`src/rtl/disp_mux_n.sv`:
```
`default_nettype none
// ============================================================================
// Module   : disp_mux_n
// Purpose  : Time-multiplexed common-anode 7-segment driver with dead-time
//            blanking and per-frame input snapshot. Optional PWM brightness
//            is enabled by defining DISP_MUX_BRIGHT_EN.
// Revision : 1.0 - initial release
// ============================================================================
module disp_mux_n #(
    parameter int NUM_DIGITS = 4,
    parameter int SEG_W      = 8,
    parameter int TICK_W     = 16,
    parameter int DEAD_CYC   = 64,
    parameter int BRIGHT_W   = 4
) (
    input  logic                        clk,
    input  logic                        reset_n,
    input  logic [NUM_DIGITS*SEG_W-1:0] digits,
    input  logic [NUM_DIGITS-1:0]       blank,
`ifdef DISP_MUX_BRIGHT_EN
    input  logic [BRIGHT_W-1:0]         bright,
`endif
    output logic [NUM_DIGITS-1:0]       an,
    output logic [SEG_W-1:0]            sseg,
    output logic                        frame_start
);

    localparam int                IDX_W      = (NUM_DIGITS > 1) ? $clog2(NUM_DIGITS) : 1;
    localparam logic [TICK_W-1:0] c_TICK_MAX = '1;
    localparam logic [IDX_W-1:0]  c_IDX_LAST = IDX_W'(NUM_DIGITS - 1);

    logic [TICK_W-1:0]           tick_q, tick_d;
    logic [IDX_W-1:0]            idx_q, idx_d;
    logic                        init_q;
    logic [NUM_DIGITS*SEG_W-1:0] dig_q;
    logic [NUM_DIGITS-1:0]       blank_q;
    logic [NUM_DIGITS-1:0]       an_q, an_d;
    logic [SEG_W-1:0]            sseg_q, sseg_d;
    logic                        fs_q, fs_d;

    logic                        tick_wrap;
    logic                        capture_en;
    logic                        dead;
    logic                        gate;
    logic                        lit;
    logic [SEG_W-1:0]            seg_sel;
    logic                        blank_sel;

    assign tick_wrap  = (tick_q == c_TICK_MAX);
    assign capture_en = init_q | (tick_wrap & (idx_q == c_IDX_LAST));
    assign tick_d     = tick_q + 1'b1;
    assign idx_d      = !tick_wrap ? idx_q :
                        (idx_q == c_IDX_LAST) ? '0 : idx_q + 1'b1;

    generate
        if (DEAD_CYC == 0) begin : g_no_dead
            assign dead = 1'b0;
        end else begin : g_dead
            assign dead = (tick_q < TICK_W'(DEAD_CYC));
        end
    endgenerate

`ifdef DISP_MUX_BRIGHT_EN
    logic [BRIGHT_W-1:0] bright_q;

    // The top BRIGHT_W tick bits form a sawtooth that the code is compared against.
    assign gate = (tick_q[TICK_W-1 -: BRIGHT_W] <= bright_q);
`else
    logic [BRIGHT_W-1:0] bright_unused;

    assign bright_unused = '0;
    assign gate          = 1'b1;
`endif

    always_comb begin
        seg_sel   = '1;
        blank_sel = 1'b1;
        for (int k = 0; k < NUM_DIGITS; k++) begin
            if (idx_q == IDX_W'(k)) begin
                seg_sel   = dig_q[k*SEG_W +: SEG_W];
                blank_sel = blank_q[k];
            end
        end
    end

    assign lit    = ~dead & ~blank_sel & gate;
    assign an_d   = lit ? ~(NUM_DIGITS'(1) << idx_q) : '1;
    assign sseg_d = lit ? seg_sel : '1;
    assign fs_d   = (tick_q == '0) && (idx_q == '0);

    always_ff @(posedge clk or negedge reset_n) begin
        if (!reset_n) begin
            tick_q   <= '0;
            idx_q    <= '0;
            init_q   <= 1'b1;
            dig_q    <= '1;
            blank_q  <= '1;
            an_q     <= '1;
            sseg_q   <= '1;
            fs_q     <= 1'b0;
`ifdef DISP_MUX_BRIGHT_EN
            bright_q <= '1;
`endif
        end else begin
            tick_q   <= tick_d;
            idx_q    <= idx_d;
            init_q   <= 1'b0;
            an_q     <= an_d;
            sseg_q   <= sseg_d;
            fs_q     <= fs_d;
            if (capture_en) begin
                dig_q    <= digits;
                blank_q  <= blank;
`ifdef DISP_MUX_BRIGHT_EN
                bright_q <= bright;
`endif
            end
        end
    end

    assign an          = an_q;
    assign sseg        = sseg_q;
    assign frame_start = fs_q;

endmodule
`default_nettype wire

```
`config.mk`:
```
export PLATFORM = sky130hd
export DESIGN_NAME = disp_mux_n
export DESIGN_NICKNAME = d
export VERILOG_FILES = /design/src/rtl/disp_mux_n.sv
export SDC_FILE = /design/constraint.sdc
export NUM_CORES = 1
export LEC_CHECK = 0
export CORE_ASPECT_RATIO = 2
export CORE_MARGIN = 2
export CORE_UTILIZATION = 48
export CTS_CLUSTER_SIZE = 8
export DETAILED_ROUTE_END_ITERATION = 8
export PLACE_DENSITY = 0.86
export SLEW_MARGIN = 0
export SYNTH_ARGS = -nofsm -noshare
export SYNTH_HDL_FRONTEND = slang
export SYNTH_SLANG_ARGS = --single-unit
```
`constraint.sdc`:
```
create_clock -name clk -period 1.6 [get_ports clk]
set_input_delay 0.4 -clock clk [delete_from_list [all_inputs] [get_ports clk]]
set_output_delay 0.4 -clock clk [all_outputs]
set_load 0.02 [all_outputs]
```
# ---- After elaboration in Yosys (flattened, before gate mapping)
# Cells that the tools add are included.
dict set report classes {
  n_addsub 2
  n_lt_le_gt_ge 1
  n_eq_ne 4
  shift 1
  muxes 11
  n_bitwise 6
  n_reduce_logical 3
}
# cell n
set op_table {}
lappend op_table {{$mux 8} 5}
lappend op_table {{$add 16x1->16 const B} 1}
lappend op_table {{$eq 16x16->1 const B} 1}
lappend op_table {{$logic_not 16->1} 1}
lappend op_table {{$lt 16x7->1 const B} 1}
lappend op_table {{$eq 2x2->1 const B} 2}
lappend op_table {{$mux 1} 4}
lappend op_table {{$mux 4} 1}
lappend op_table {{$not 4->4} 1}
lappend op_table {{$shl 1x2->4 const A} 1}
lappend op_table {{$add 2x1->2 const B} 1}
lappend op_table {{$and 1x1->1} 2}
lappend op_table {{$eq 2x1->1 const B} 1}
lappend op_table {{$logic_not 2->1} 1}
lappend op_table {{$mux 2} 1}
lappend op_table {{$not 1->1} 2}
lappend op_table {{$logic_and 1x1->1} 1}
lappend op_table {{$or 1x1->1} 1}
dict set report word_totals {
  ff_bits 68
  in_bits 38
}

# ---- Depth between registers and ports, before layout
# Gate-level depths: netlist of run 1.
dict set report depth {
  depth_word 8
  ltp_mapped 8
  depth_no_buf 6
}

# ---- Worst setup path after synthesis of run 1
# Ideal clock, no wire load.
dict set report synth_timing {
  path_kind {register to register}
  startpoint {register tick_q[0]}
  endpoint {register blank_q[0]}
  setup_ns 0.082
  arrival_ns 1.679
  setup_slack_ns -0.161
  path_stages_with_launch 8
  path_buffers 2
  synth_period_minus_slack_ns 1.761
  path_cell_list {dfrtp_1 ha_1 nand4_1 nor3_2 a41o_1 buf_6 buf_12 mux2_4}
}
dict set report synth_via {
  elab_chain_cells 3
}
# element line
set synth_rtl {}
lappend synth_rtl {{start, declared} 32} ;# logic [TICK_W-1:0] tick_q, tick_d;
lappend synth_rtl {{start signal, assigned} 105} ;# tick_q <= tick_d;
lappend synth_rtl {{$eq 16x16->1} 49} ;# assign tick_wrap = (tick_q == c_TICK_MAX);
lappend synth_rtl {{$and 1x1->1} 50} ;# assign capture_en = init_q | (tick_wrap & (idx_q == c_IDX_LAST));
lappend synth_rtl {{$or 1x1->1} 50}
lappend synth_rtl {{end signal, assigned} 113} ;# blank_q <= blank;
lappend synth_rtl {{end, declared} 36} ;# logic [NUM_DIGITS-1:0] blank_q;
# No other way between the ends.
# A chain may end at the register's enable or synchronous reset.

# ---- Final worst setup path of run 1
dict set report layout_timing {
  startpoint {register tick_q[0]}
  endpoint {register dig_q[8]}
}
dict set report layout_via {
  elab_chain_cells 3
}
# element line
set layout_rtl {}
lappend layout_rtl {{$eq 16x16->1} 49}
lappend layout_rtl {{$and 1x1->1} 50}
lappend layout_rtl {{$or 1x1->1} 50}
lappend layout_rtl {{end signal, assigned} 112} ;# dig_q <= digits;
lappend layout_rtl {{end, declared} 35} ;# logic [NUM_DIGITS*SEG_W-1:0] dig_q;
# No other way between the ends.

==> results of run 1 <==
placed cells by master, fill, tap and decap left out, types with 3 or more instances in the layout:
master,count
clkdlybuf4s50_1,36
buf_4,30
clkdlybuf4s15_1,4
dfrtp_1,19
nand3_1,4
mux2_4,38
ha_2,3
nor2b_1,8
inv_1,10
a221oi_1,3
a221oi_2,5
nand4_1,5
dlygate4sd2_1,9
xor2_1,4
nor2_1,12
a211oi_2,5
buf_6,3
o21ai_2,6
nand2_1,11
dfstp_2,49
xnor2_1,10
a211oi_1,3
buf_12,7
clkbuf_16,11
critical path, cell delays in order (launching register included):
cell and delay, ns:
dfrtp_1 0.36, ha_2 0.20, nand4_1 0.16, nor3_2 0.19
a41o_2 0.34, buf_12 0.14, clkbuf_16 0.14, mux2_4 0.29
power by group:
group	internal [mW]	total [mW]	switching, mW
Clock	1.21	1.97	0.759
Sequential	1.89	1.96	0.0724
Combinational	0.281	0.440	0.159
routing by layer:
metal	GRT usage, %	wire, um	up-vias
li1	-	-	1003
met1	29.4	3190	1190
met2	37.0	4630	91
met3	4.02	382	21
met4	11.4	191	0
met5	0	0	-
cell type report:
cell class | instances | area, sq um
Clock buffer | 9 | 225
Clock inverter | 7 | 73.8
Fill cell | 407 | 1890
Inverter | 12 | 45.0
Multi-Input combinational cell | 144 | 1470
Sequential cell | 68 | 1760
Tap cell | 88 | 110
Timing Repair Buffer | 93 | 938
sequential cells by signal, summed over array words and instances (netlist names):
signal       cells
an               4
sseg             8
tick_q          16
blank_q          4
dig_q           32
init_q           1
idx_q            2
frame_start      1
what timing repair did:
item                                    in CTS  in global routing
hold buffers                                 0                  0
pin swaps                                    5                 12
endpoints found under the setup margin      62                 56
cloned                                       1                  2
resized for setup                           60                 21
setup buffers                               14                  5
metrics by stage:
stage                     hold WS, ns  util, %  area, sq um  total power, mW
after floorplan                 0.104        -         3180             2.17
after detailed placement        0.441     60.0         3910             2.34
after CTS                      0.0884     68.8         4480             4.34
after global placement          0.433     60.0         3910             2.32
after global routing            0.109     71.0         4630             4.50
final                          0.0733     71.0         4630             4.37
logic make-up (layout without fill, tap and decap cells):
| kind of cell | Yosys count | count (layout) | synth area share, % |
|---|---|---|---|
| other | 1 | 1 | 0.118 |
| flip-flops | 68 | 68 | 55.6 |
| AO/OA/AOI/OAI | 28 | 28 | 6.31 |
| XOR/XNOR | 14 | 14 | 3.86 |
| multiplexers | 38 | 38 | 17.0 |
| AND/OR/NAND/NOR | 57 | 57 | 9.58 |
| adder cells (fa/ha/maj) | 6 | 6 | 2.37 |
| buffers and inverters | 26 | 121 | 5.17 |
worst max-delay path by stage:
stage / startpoint / endpoint / slack [ns] / cells past startpoint
4_1_cts: tick_q[0] / dig_q[12] / -0.17 / 6
5_1_grt: tick_q[0] / dig_q[9] / -0.36 / 7
3_3_place_gp: tick_q[0] / dig_q[14] / -0.09 / 6
2_1_floorplan: tick_q[0] / blank_q[0] / -0.14 / 7
6_report: tick_q[0] / dig_q[8] / -0.30 / 7
3_5_place_dp: tick_q[0] / dig_q[12] / -0.16 / 6
==> impl_metrics.ini, run 1 <==
[yosys]
synth.distinct_cells = 34
syn_inst = 238
syn-num-nets = 282
avgSynthCellArea_sq_um = 13.3
yosysWarnings = 0
syn_area_sq_mm = 0.00317
ys_seq_elements = 68
synth.cells.most_frequent = dfstp_2 (49), mux2_4 (30), dfrtp_1 (19)
synth_edf_count = 0
yosysMostFrequentCell = dfstp_2
ys_seq_area_share_pct = 55.6
netlist.area_leader.share_pct = 40.6
synth.top_cells.by_area = dfstp_2 (41%), dfrtp_1 (15%), mux2_4 (14%), mux2_2 (2.8%), xnor2_1 (2.8%)
yosysTopAreaCell = dfstp_2
synth_ff_type = dfstp_2
ys_async_sr_fraction_pct = 100

[detailed_routing]
drtIter0Drc = 144
drt-vias-per-instance = 5.48
avgRoutedWirePerCell_um = 19.9
dr_total_vias = 2305
drc = 0
firstDrtPassIters = 4
drtAntennaViolNets = 0
routed_wl_mm = 8.39

[global_routing]
overflow = 0
antenna_found_initial = 0
grt_usage_pct = 23.2
grt_max_degree = 69
grt_first_pass_wirelength_mm = 12.6
grt_pass1_vias = 2541

[final_layout]
instances_no_fill = 421
drive_gt1_share_pct = 55.9
synthToLayoutAreaGrowth_pct = 45.9
num_antenna_cells = 0
layout.nets = 372

[power_and_ir_drop]
ir_drop_mv = 0.971
power_density_mw_per_mm2 = 944
p_leak_nw = 2.00

[setup_path]
cp-start-kind = flop
critical_path.reg2reg.endpoint = dig_q[8]
worst_ep_required_time_ns = 1.86
worstReg2RegStart = tick_q[0]
r2r_cells = 7
end_kind = flop
crit_fanout = 5
crit_type = flop to flop
rrSetupSlack_ns = -0.30
worstPathArrival_ns = 2.16

[clocking]
cts_buffers = 9
cts_sinks = 68
clk_latency_ns = 0.33
root_buffer = clkbuf_16
clock_path_buffers = 2
cts_tree = done
clkTransAtPathRegs_ns = 0.06
h-tree-depth = 3

[timing]
slew_violations = 0
setup_viol = 50
grt_setup_unrepaired = yes
tns_ns = -10.11
max_freq_ghz = 0.526
min_period_over_period_pct = 119
finalCriticalPeriod_ns = 1.90
layout_setup_ws_ns = -0.300
fin_skew_ns = 0.00706
hold_viol = 0

[floorplan]
core_area_sq_mm = 0.00652
ioPinCount = 51
initial_core_util_pct = 48.7
die_y_um = 119
dieArea_sq_mm = 0.00732
die-width_um = 61.5
row_count = 42

[placement]
dp_slack_ns = -0.157
dp.cells = 388
hpwlAfterDp_mm = 4.43
io_buffers = 50
globalplace.congestion = 0.819

[outcome]
failed_checks = setup timing
outcome = complete, but fails checks

[flow_run]
maxCapViolations = 0

[worst_hold_path]
min_path_type = primary input to async pin
(Power assumes the default switching activity.)
==> run 2, diff against run 1 <==
- SLEW_MARGIN: 0 -> 10
==> results of run 2 <==
The final DEF is identical to that of run 1; final timing and power are the same.
